**src/rtl/flappy_pkg.sv**
```systemverilog
// flappy_pkg: shared constants, state encoding and clamp helpers for the
// Flappy VGA game blocks.
//   H_MAX/V_MAX     last visible column/row (clamp limits)
//   BIRD_HALF       bird box half-size
//   PIPE_W          pipe width added to the pipe left edge
//   NPIPE           number of pipes carried on the packed pipe buses
//   QI/QA/QL        one-hot state codes (idle / armed / lose)
package flappy_pkg;

    localparam int H_MAX     = 639;
    localparam int V_MAX     = 479;
    localparam int BIRD_HALF = 10;
    localparam int PIPE_W    = 80;
    localparam int NPIPE     = 4;

    localparam logic [2:0] QI = 3'b001;
    localparam logic [2:0] QA = 3'b010;
    localparam logic [2:0] QL = 3'b100;

    typedef enum logic [2:0] {
        ST_IDLE  = QI,
        ST_ARMED = QA,
        ST_LOSE  = QL
    } state_t;

    // a - b, floored at zero
    function automatic logic [10:0] sub_floor0(input logic [10:0] a, input logic [10:0] b);
        return (a >= b) ? (a - b) : 11'd0;
    endfunction

    // a + b, capped at lim (operands are small enough that the sum fits 11 bits)
    function automatic logic [10:0] add_clamp(input logic [10:0] a, input logic [10:0] b,
                                              input logic [10:0] lim);
        logic [10:0] s;
        s = a + b;
        return (s > lim) ? lim : s;
    endfunction

endpackage

```
**src/rtl/pixel_collision_detector_pipe_hit.sv**
```systemverilog
// pipe_hit: combinational coverage test of one pipe against the current pixel.
//   x, y        current pixel column/row
//   left,right  inclusive horizontal bounds (right already clamped)
//   bot, top    inclusive vertical bounds; bot > top yields no coverage
//   hit         pixel lies inside the pipe
module pipe_hit (
    input  logic [9:0]  x,
    input  logic [9:0]  y,
    input  logic [10:0] left,
    input  logic [10:0] right,
    input  logic [10:0] bot,
    input  logic [10:0] top,
    output logic        hit
);

    logic [10:0] x_ext;
    logic [10:0] y_ext;

    assign x_ext = {1'b0, x};
    assign y_ext = {1'b0, y};
    assign hit   = (x_ext >= left) && (x_ext <= right) &&
                   (y_ext >= bot)  && (y_ext <= top);

endmodule

```
**src/rtl/pixel_collision_detector.sv**
```systemverilog
// pixel_collision_detector: per-pixel bird/pipe coverage plus a per-frame
// overlap counter that drives the armed/lose game state.
//   Clk, Reset            clock; asynchronous active-high reset
//   Start, Ack            arm detection / leave the lose state (pulses)
//   Frame_Start           once-per-frame pulse in vertical blanking
//   inDisplayArea         current pixel is visible
//   CounterX/Y            current pixel position
//   Bird_X/Y              bird centre
//   Pipe_X/Top/Bot        four packed 10-bit pipe bounds (pipe i at [10i+9:10i])
//   Bird_Px, Pipe_Px      registered coverage bits (1-cycle lag)
//   Hit_Count             overlap count of the last completed frame
//   Lose_Pulse            one cycle on entry to lose
//   Q_Idle/Q_Armed/Q_Lose one-hot state
module pixel_collision_detector #(
    parameter int H_MAX      = flappy_pkg::H_MAX,
    parameter int V_MAX      = flappy_pkg::V_MAX,
    parameter int BIRD_HALF  = flappy_pkg::BIRD_HALF,
    parameter int PIPE_W     = flappy_pkg::PIPE_W,
    parameter int HIT_THRESH = 8
) (
    input  logic        Clk,
    input  logic        Reset,
    input  logic        Start,
    input  logic        Ack,
    input  logic        Frame_Start,
    input  logic        inDisplayArea,
    input  logic [9:0]  CounterX,
    input  logic [9:0]  CounterY,
    input  logic [9:0]  Bird_X,
    input  logic [9:0]  Bird_Y,
    input  logic [39:0] Pipe_X,
    input  logic [39:0] Pipe_Top,
    input  logic [39:0] Pipe_Bot,
    output logic        Bird_Px,
    output logic        Pipe_Px,
    output logic [7:0]  Hit_Count,
    output logic        Lose_Pulse,
    output logic        Q_Idle,
    output logic        Q_Armed,
    output logic        Q_Lose
);
    import flappy_pkg::*;

    state_t                 state_q, state_d;
    logic [10:0]            bird_l_q, bird_l_d, bird_r_q, bird_r_d;
    logic [10:0]            bird_t_q, bird_t_d, bird_b_q, bird_b_d;
    logic [NPIPE-1:0][10:0] pipe_l_q, pipe_l_d, pipe_r_q, pipe_r_d;
    logic [NPIPE-1:0][10:0] pipe_b_q, pipe_b_d, pipe_t_q, pipe_t_d;
    logic [NPIPE-1:0]       pipe_hit_vec;
    logic                   bird_px_q, bird_px_d, pipe_px_q, pipe_px_d;
    logic [7:0]             count_q, count_d, hit_q, hit_d;
    logic                   fv_q, fv_d, lose_q, lose_d;
    logic [10:0]            x_ext, y_ext;

    assign x_ext = {1'b0, CounterX};
    assign y_ext = {1'b0, CounterY};

    // Shadow bounds: clamped once at latch time so the per-pixel compare is
    // a plain inclusive window test.
    always_comb begin
        bird_l_d = bird_l_q;
        bird_r_d = bird_r_q;
        bird_t_d = bird_t_q;
        bird_b_d = bird_b_q;
        pipe_l_d = pipe_l_q;
        pipe_r_d = pipe_r_q;
        pipe_b_d = pipe_b_q;
        pipe_t_d = pipe_t_q;
        if (Frame_Start) begin
            bird_l_d = sub_floor0({1'b0, Bird_X}, 11'(BIRD_HALF));
            bird_r_d = add_clamp({1'b0, Bird_X}, 11'(BIRD_HALF), 11'(H_MAX));
            bird_t_d = sub_floor0({1'b0, Bird_Y}, 11'(BIRD_HALF));
            bird_b_d = add_clamp({1'b0, Bird_Y}, 11'(BIRD_HALF), 11'(V_MAX));
            for (int i = 0; i < NPIPE; i++) begin
                pipe_l_d[i] = {1'b0, Pipe_X[10*i +: 10]};
                pipe_r_d[i] = add_clamp({1'b0, Pipe_X[10*i +: 10]}, 11'(PIPE_W), 11'(H_MAX));
                pipe_b_d[i] = {1'b0, Pipe_Bot[10*i +: 10]};
                pipe_t_d[i] = {1'b0, Pipe_Top[10*i +: 10]};
            end
        end
    end

    for (genvar g = 0; g < NPIPE; g++) begin : g_pipe
        pipe_hit u_pipe_hit (
            .x     (CounterX),
            .y     (CounterY),
            .left  (pipe_l_q[g]),
            .right (pipe_r_q[g]),
            .bot   (pipe_b_q[g]),
            .top   (pipe_t_q[g]),
            .hit   (pipe_hit_vec[g])
        );
    end

    always_comb begin
        bird_px_d = inDisplayArea &&
                    (x_ext >= bird_l_q) && (x_ext <= bird_r_q) &&
                    (y_ext >= bird_t_q) && (y_ext <= bird_b_q);
        pipe_px_d = inDisplayArea && (|pipe_hit_vec);
    end

    // Game state and overlap counter. The count consumes the registered
    // coverage bits, giving the 2-cycle overlap-to-count latency. Frame_Start
    // takes priority, so an increment landing on it is dropped.
    always_comb begin
        state_d = state_q;
        count_d = count_q;
        hit_d   = hit_q;
        fv_d    = fv_q;
        lose_d  = 1'b0;
        case (state_q)
            ST_IDLE: begin
                count_d = '0;
                fv_d    = 1'b0;
                if (Start) state_d = ST_ARMED;
            end
            ST_ARMED: begin
                if (Frame_Start) begin
                    if (fv_q && (count_q >= 8'(HIT_THRESH))) begin
                        state_d = ST_LOSE;
                        lose_d  = 1'b1;
                    end
                    hit_d   = count_q;
                    count_d = '0;
                    fv_d    = 1'b1;
                end else if (fv_q && bird_px_q && pipe_px_q && (count_q != 8'hFF)) begin
                    count_d = count_q + 8'd1;
                end
            end
            ST_LOSE: begin
                if (Ack) state_d = ST_IDLE;
            end
            default: state_d = ST_IDLE;
        endcase
    end

    always_ff @(posedge Clk or posedge Reset) begin
        if (Reset) begin
            state_q   <= ST_IDLE;
            bird_l_q  <= '0;
            bird_r_q  <= '0;
            bird_t_q  <= '0;
            bird_b_q  <= '0;
            pipe_l_q  <= '0;
            pipe_r_q  <= '0;
            pipe_b_q  <= '0;
            pipe_t_q  <= '0;
            bird_px_q <= 1'b0;
            pipe_px_q <= 1'b0;
            count_q   <= '0;
            hit_q     <= '0;
            fv_q      <= 1'b0;
            lose_q    <= 1'b0;
        end else begin
            state_q   <= state_d;
            bird_l_q  <= bird_l_d;
            bird_r_q  <= bird_r_d;
            bird_t_q  <= bird_t_d;
            bird_b_q  <= bird_b_d;
            pipe_l_q  <= pipe_l_d;
            pipe_r_q  <= pipe_r_d;
            pipe_b_q  <= pipe_b_d;
            pipe_t_q  <= pipe_t_d;
            bird_px_q <= bird_px_d;
            pipe_px_q <= pipe_px_d;
            count_q   <= count_d;
            hit_q     <= hit_d;
            fv_q      <= fv_d;
            lose_q    <= lose_d;
        end
    end

    assign Bird_Px    = bird_px_q;
    assign Pipe_Px    = pipe_px_q;
    assign Hit_Count  = hit_q;
    assign Lose_Pulse = lose_q;
    assign Q_Idle     = (state_q == ST_IDLE);
    assign Q_Armed    = (state_q == ST_ARMED);
    assign Q_Lose     = (state_q == ST_LOSE);

endmodule

```
**config.mk**
```make
export PLATFORM = sky130hd
export DESIGN_NAME = pixel_collision_detector
export DESIGN_NICKNAME = d
export VERILOG_FILES = /design/src/rtl/flappy_pkg.sv /design/src/rtl/pixel_collision_detector_pipe_hit.sv /design/src/rtl/pixel_collision_detector.sv
export SDC_FILE = /design/constraint.sdc
export NUM_CORES = 1
export LEC_CHECK = 0
export BUFFER_PORTS_ARGS = -buffer_cell sky130_fd_sc_hd__buf_4
export CAP_MARGIN = 20
export CELL_PAD_IN_SITES_DETAIL_PLACEMENT = 1
export CELL_PAD_IN_SITES_GLOBAL_PLACEMENT = 2
export CORE_ASPECT_RATIO = 1.2
export CORE_MARGIN = 2
export CORE_UTILIZATION = 40
export DETAILED_ROUTE_END_ITERATION = 8
export PLACE_DENSITY = 0.95
export SLEW_MARGIN = 15
export SYNTH_ARGS = -nofsm -noshare
export SYNTH_HDL_FRONTEND = slang
export SYNTH_SLANG_ARGS = --single-unit
```
**constraint.sdc**
```tcl
create_clock -name Clk -period 14.35 [get_ports Clk]
set_input_delay 1.435 -clock Clk [delete_from_list [all_inputs] [get_ports Clk]]
set_output_delay 1.435 -clock Clk [all_outputs]
set_load 0.01 [all_outputs]
```
# Word level (Yosys, flattened, before mapping)
# Index checks and enable logic that the tools add are counted.
word_totals:
  reg_bits: 231
  input_bits: 166
classes:
  addsub: 9
  magnitude_cmp: 29
  eq_ne: 9
  muxes: 21
  n_reduce_logical: 27
ops:
  columns: ["op", "count"]
  rows:
  - ["11-bit 2-to-1 mux", 8]
  - ["10-bit greater-or-equal comparator", 8]
  - ["10-bit by 11-bit less-or-equal comparator with 1-bit output", 6]
  - ["11-bit by 10-bit greater-than comparator with 1-bit output, second input constant", 5]
  - ["10-bit by 7-bit adder with 11-bit output, second input constant", 4]
  - ["10-bit less-or-equal comparator", 4]
  - ["10-bit by 4-bit adder with 11-bit output, second input constant", 2]
  - ["10-bit by 11-bit greater-or-equal comparator with 1-bit output", 2]
  - ["10-bit by 4-bit subtractor with 11-bit output, second input constant", 2]
  - ["1-bit logical AND", 21]
  - ["10-bit by 4-bit greater-or-equal comparator with 1-bit output, second input constant", 2]
  - ["8-bit 2-to-1 mux", 2]
  - ["8-bit one-hot mux with 2 select lines", 1]
  - ["3-bit 2-to-1 mux", 4]
  - ["11-bit by 9-bit greater-than comparator with 1-bit output, second input constant", 1]
  - ["3-bit one-hot mux with 3 select lines", 1]
  - ["8-bit by 1-bit adder with 8-bit output, second input constant", 1]
  - ["8-bit by 4-bit greater-or-equal comparator with 1-bit output, second input constant", 1]
  - ["8-bit inequality test, second input constant", 1]
  - ["2-bit inequality test, second input constant", 3]
  - ["2-bit AND reduction", 3]
  - ["1-bit 2-to-1 mux", 4]
  - ["4-bit AND reduction", 1]
  - ["4-bit OR reduction", 1]
  - ["other kinds (7)", 7]

# Longest topological paths before layout
logic_depth:
  depth_word: 6
  depth_mapped: 9

# Modules after synthesis
# A second synthesis with hierarchy kept.
unflattened:
  hier_cells: 1486
  hier_area_um2: 15021.9
modules_own_cells:
  columns: ["mod", "instances", "cells_per_inst", "area_per_inst_um2", "seq_area_each_um2"]
  rows:
  - ["pixel_collision_detector", 1, 942, 11023.1, 5781.8]
  - ["pipe_hit", 4, 136, 999.7, 0.0]

# Worst setup path after synthesis
# OpenSTA, ideal clock, no wires.
synth_path:
  path_type: "input -> register"
  start: "input port CounterX[0]"
  end: "register bird_px_q (netlist: Bird_Px)"
  arrival_time_ps: 2941
  required_ps: 14251
  slack_ps: 11309
  cell_stages: 9
  n_path_buf: 0
  path_cell_list: "inv_1 ha_1 nor2b_1 o21ai_1 a21oi_1 a2111oi_2 o21ai_1 a221o_1 a311oi_1"
synth_via:
  elab_chain_len: 5
  word_cells_on_any_way: 6
synth_lines:
  columns: ["element", "line_no", "source"]
  rows:
  - ["start: declaration", "pixel_collision_detector.sv:27", "input logic [9:0] CounterX,"]
  - ["10-bit by 11-bit greater-or-equal comparator with 1-bit output", "pixel_collision_detector.sv:97", "(x_ext >= bird_l_q) && (x_ext <= bird_r_q) &&"]
  - ["1-bit logical AND", "pixel_collision_detector.sv:96", "bird_px_d = inDisplayArea &&"]
  - ["1-bit logical AND * (2 in series)", "pixel_collision_detector.sv:97", null]
  - ["1-bit logical AND *", "pixel_collision_detector.sv:98", "(y_ext >= bird_t_q) && (y_ext <= bird_b_q);"]
  - ["net bird_px_d", "pixel_collision_detector.sv:50", "logic bird_px_q, bird_px_d, pipe_px_q, pipe_px_d;"]
  - ["end signal: assignment", "pixel_collision_detector.sv:164", "bird_px_q <= bird_px_d;"]
  - ["end: declaration", "pixel_collision_detector.sv:50", null]
# Mark *: on every way through the listed nets, which the timed path passes. The rest lies on a longest branch.
# A chain may end at the register's enable or synchronous reset.

# Final worst setup path
layout_path:
  start: "input port Frame_Start"
  end: "register pipe_t_q[11] in the netlist's numbering"
layout_rtl:
  columns: ["element", "line_no", "source"]
  rows:
  - ["start: declaration", "pixel_collision_detector.sv:25", "input logic Frame_Start,"]
  - ["end signal: assignment", "pixel_collision_detector.sv:163", "pipe_t_q <= pipe_t_d;"]
  - ["end: declaration", "pixel_collision_detector.sv:48", "logic [NPIPE-1:0][10:0] pipe_b_q, pipe_b_d, pipe_t_q, pipe_t_d;"]
# No word-level cell between the ends.

==> impl_metrics.csv <==
group,metric,value,unit
pwr,power_leakage,8.544,nW
yosys,seq_area_frac_synth,39.87,%
timing,slew_headroom,34.58,%
die,rows,76,
layout,syn2layout_area_growth,18.38,%
route,antenna_left,0,
clocking,cts_tree,"yes",
clocking,cts_buffer_depth,3,
pwr,switching_share,30.02,%
setup_path,path_class,"in -> reg",
job,drv_cap,0,
yosys,synth-xor-area-share,2.476,%
route,drt_iter0_markers,545,
route,viasPerCell,5.456,
clocking,cts_resized,0,
route,detail_route.wl_per_cell,19.40,µm
yosys,synth_top_cell_area_share,39.69,%
clocking,postCtsSetupRepairBufs,0,
route,via_count,12160,
grt,grt_usage,23.34,%
hold_path,hold_depth,2,
clocking,htreeDepth,1,
yosys,syn_area,14500,µm²
yosys,async_flop_share,100.0,%
placement,dp_hpwl,31720,µm
die,die_w,177.8,µm
placement,gp_congestion,0.8249,
timing,rsz0062_at_grt,"no",
yosys,ys_seq_elements,231,
setup_path,path_max_fanout,102,
clocking,clock_sinks,231,
layout,fillCellCount,4149,
placement,io_buffers,179,
layout,multi_input_area,7704,µm²
pwr,power_frac_seq,39.9,%
pwr,max-vdd-ir-drop,0.1008,mV
yosys,synthesis.nets,1959,
yosys,synth_area_leaders,"dfrtp_1 (40%), ha_1 (19%), o21ai_0 (6.0%)",
grt,antenna_found_initial,3,
route,dr.pass1.iters,4,
yosys,ys.flop_type,"dfrtp_1",
die,ioPinCount,180,
timing,fmax,307.3,MHz
layout,mostFrequentLayoutCells,"dfrtp_1 (230), ha_1 (216), inv_1 (211)",
timing,fin_crit_sh,22.68,%
pwr,switchingPower,556.1,µW
setup_path,cp_data_required_time,14.79,ns
die,initial_utilization,40.45,%
grt,grt_pass1_vias,13180,
hold_path,hold_class,"reg -> reg",
setup_path,r2r_cells,8,
timing,finalClockSkew,0.02049,ns
die,coreArea,35850,µm²
timing,setup_viol,0,
layout,fin_nets,2122,
clocking,clock_latency,0.55,ns
setup_path,cp-end-kind,"register",
yosys,synth_cell_types,79,
yosys,synth_compound_area_share,18.27,%
grt,grt_max_degree,103,
yosys,syn_avg_cell_area,9.196,µm²
grt,grt_first_pass_wirelength,69300,µm
layout,layout.cells.non_filler,2228,
die,dieArea,37800,µm²
timing,worst_slew_pin_slew,0.9813,ns
timing,tns,0,ns
timing,fin_crit,3.255,ns
yosys,yosys.area_share.adder,18.64,%
die,die_h,212.6,µm
pwr,finalPower,1.852,mW
pwr,power.density,107.9,nW/µm²
run_status,outcome,"completed",
clocking,cts-root-buf,"clkbuf_16",
pwr,clkPwrFrac,37.3,%
layout,drive_above_1_share,15.13,%
setup_path,start_kind,"input pin",
route,route.detailed.drc,0,
yosys,synth_top_family_by_area,"adder cells",
clocking,path_clk_slew,0.06,ns
clocking,cts_made_buffers,25,
clocking,hold_buffers,0,
timing,drv_slew,0,
layout,seqCellArea,5782,µm²
yosys,synth_edf_count,0,
yosys,yosysWarnings,0,
yosys,synthesis.instances,1577,
yosys,yosys.area_share.simple,12.18,%
timing,hold_violations,0,
route,finalWirelength,43230,µm
layout,final_common_cell,"dfrtp_1",
pwr,p_comb_share,22.8,%
yosys,synthMuxAreaShare,1.553,%
placement,place_inst,2180,
grt,grt_overflow_total,0,
pwr,p_int,1.296,mW
setup_path,arrival,3.69,ns
yosys,yosysTopAreaCell,"dfrtp_1",
[cell usage after synthesis (13+ instances only)]
library cell  number
nand2_1          175
a21oi_1           81
nand4_1           20
a31oi_1           19
inv_1            212
nand3_1           27
o22ai_1           19
mux2_2            20
xor2_1            28
clkbuf_1          24
ha_1             216
a22oi_1           15
nor2_1            75
dfrtp_1          230
nor2b_1           20
buf_2             14
o21ai_0          175
a21o_1            21
xnor2_1           13
[sequential cells by signal, indices dropped and copies added, names as in the netlist, 3 cells and up]
register   flops
bird_l_q      11
bird_t_q      11
Hit_Count      8
bird_r_q      11
bird_b_q      11
pipe_t_q      40
count_q        8
pipe_r_q      44
pipe_l_q      40
pipe_b_q      40
state_q        3
[through the flow]
stage	worst slack, ns	hold WS, ns	cell area (µm²)	utilization, %
6_report	11.10	0.4961	17170	47.89
2_1_floorplan	6.584	0.4483	14500	-
5_1_grt	10.90	0.5102	17170	47.88
3_5_place_dp	10.29	0.4794	16280	45.41
3_3_place_gp	10.35	0.4647	16280	45.41
4_1_cts	10.87	0.4953	17140	47.80
[path summary, 6_finish.rpt]
path	startpoint	to	slack [ns]
worst min-delay path	pipe_r_q[8]	pipe_r_q[8]	0.50
worst max-delay path	Frame_Start	pipe_t_q[11]	11.10
worst max register to register	pipe_t_q[40]	Pipe_Px	11.92
max in group asynchronous	Reset	pipe_l_q[1]	11.31
min in group asynchronous	Reset	pipe_t_q[8]	0.94
worst min register to register	pipe_r_q[8]	pipe_r_q[8]	0.50
[layout make-up]
| class | instances | share of cell area (%) |
|---|---|---|
| inverter | 214 | 4.730 |
| tap | 468 | 3.411 |
| clock buffer | 35 | 4.096 |
| sequential | 231 | 33.68 |
| clock inverter | 10 | 0.8964 |
| multi-input combinational | 1082 | 44.87 |
| timing repair buffer | 186 | 8.287 |
| antenna | 2 | 0.02915 |
[layer usage]
metal / vias up / share of wire [%] / track usage [%]
met2: 202 / 52 / 42.74
met5: - / 0.056 / 0
li1: 5795 / - / -
met1: 6061 / 41 / 27.62
met4: 4 / 3.9 / 9.553
met3: 94 / 3.3 / 2.504
[power groups by stage]
stage | registers, mW | clock network [mW] | logic (mW)
2_1_floorplan | 0.743 | 0 | 0.264
3_3_place_gp | 0.747 | 0 | 0.393
3_5_place_dp | 0.751 | 0 | 0.420
4_1_cts | 0.739 | 0.703 | 0.427
5_1_grt | 0.745 | 0.726 | 0.482
6_report | 0.739 | 0.690 | 0.423
[worst max-delay path, stage by stage]
cell	delay [ns]
clkbuf_8	0.30
buf_4	0.60
buf_4	0.83
mux2_2	0.42
[kinds of logic (layout without fill, tap and decap cells)]
logic type	count (synthesis)	in the layout
buffers and inverters	264	445
xor gates and xnor gates	41	41
muxes	20	20
other	0	2
and+or+nand+nor	377	377
DFF	231	231
AOI/OAI and AO/OA	428	428
adders and majority gates	216	216
Note: power is estimated with default switching activity, not from simulation.
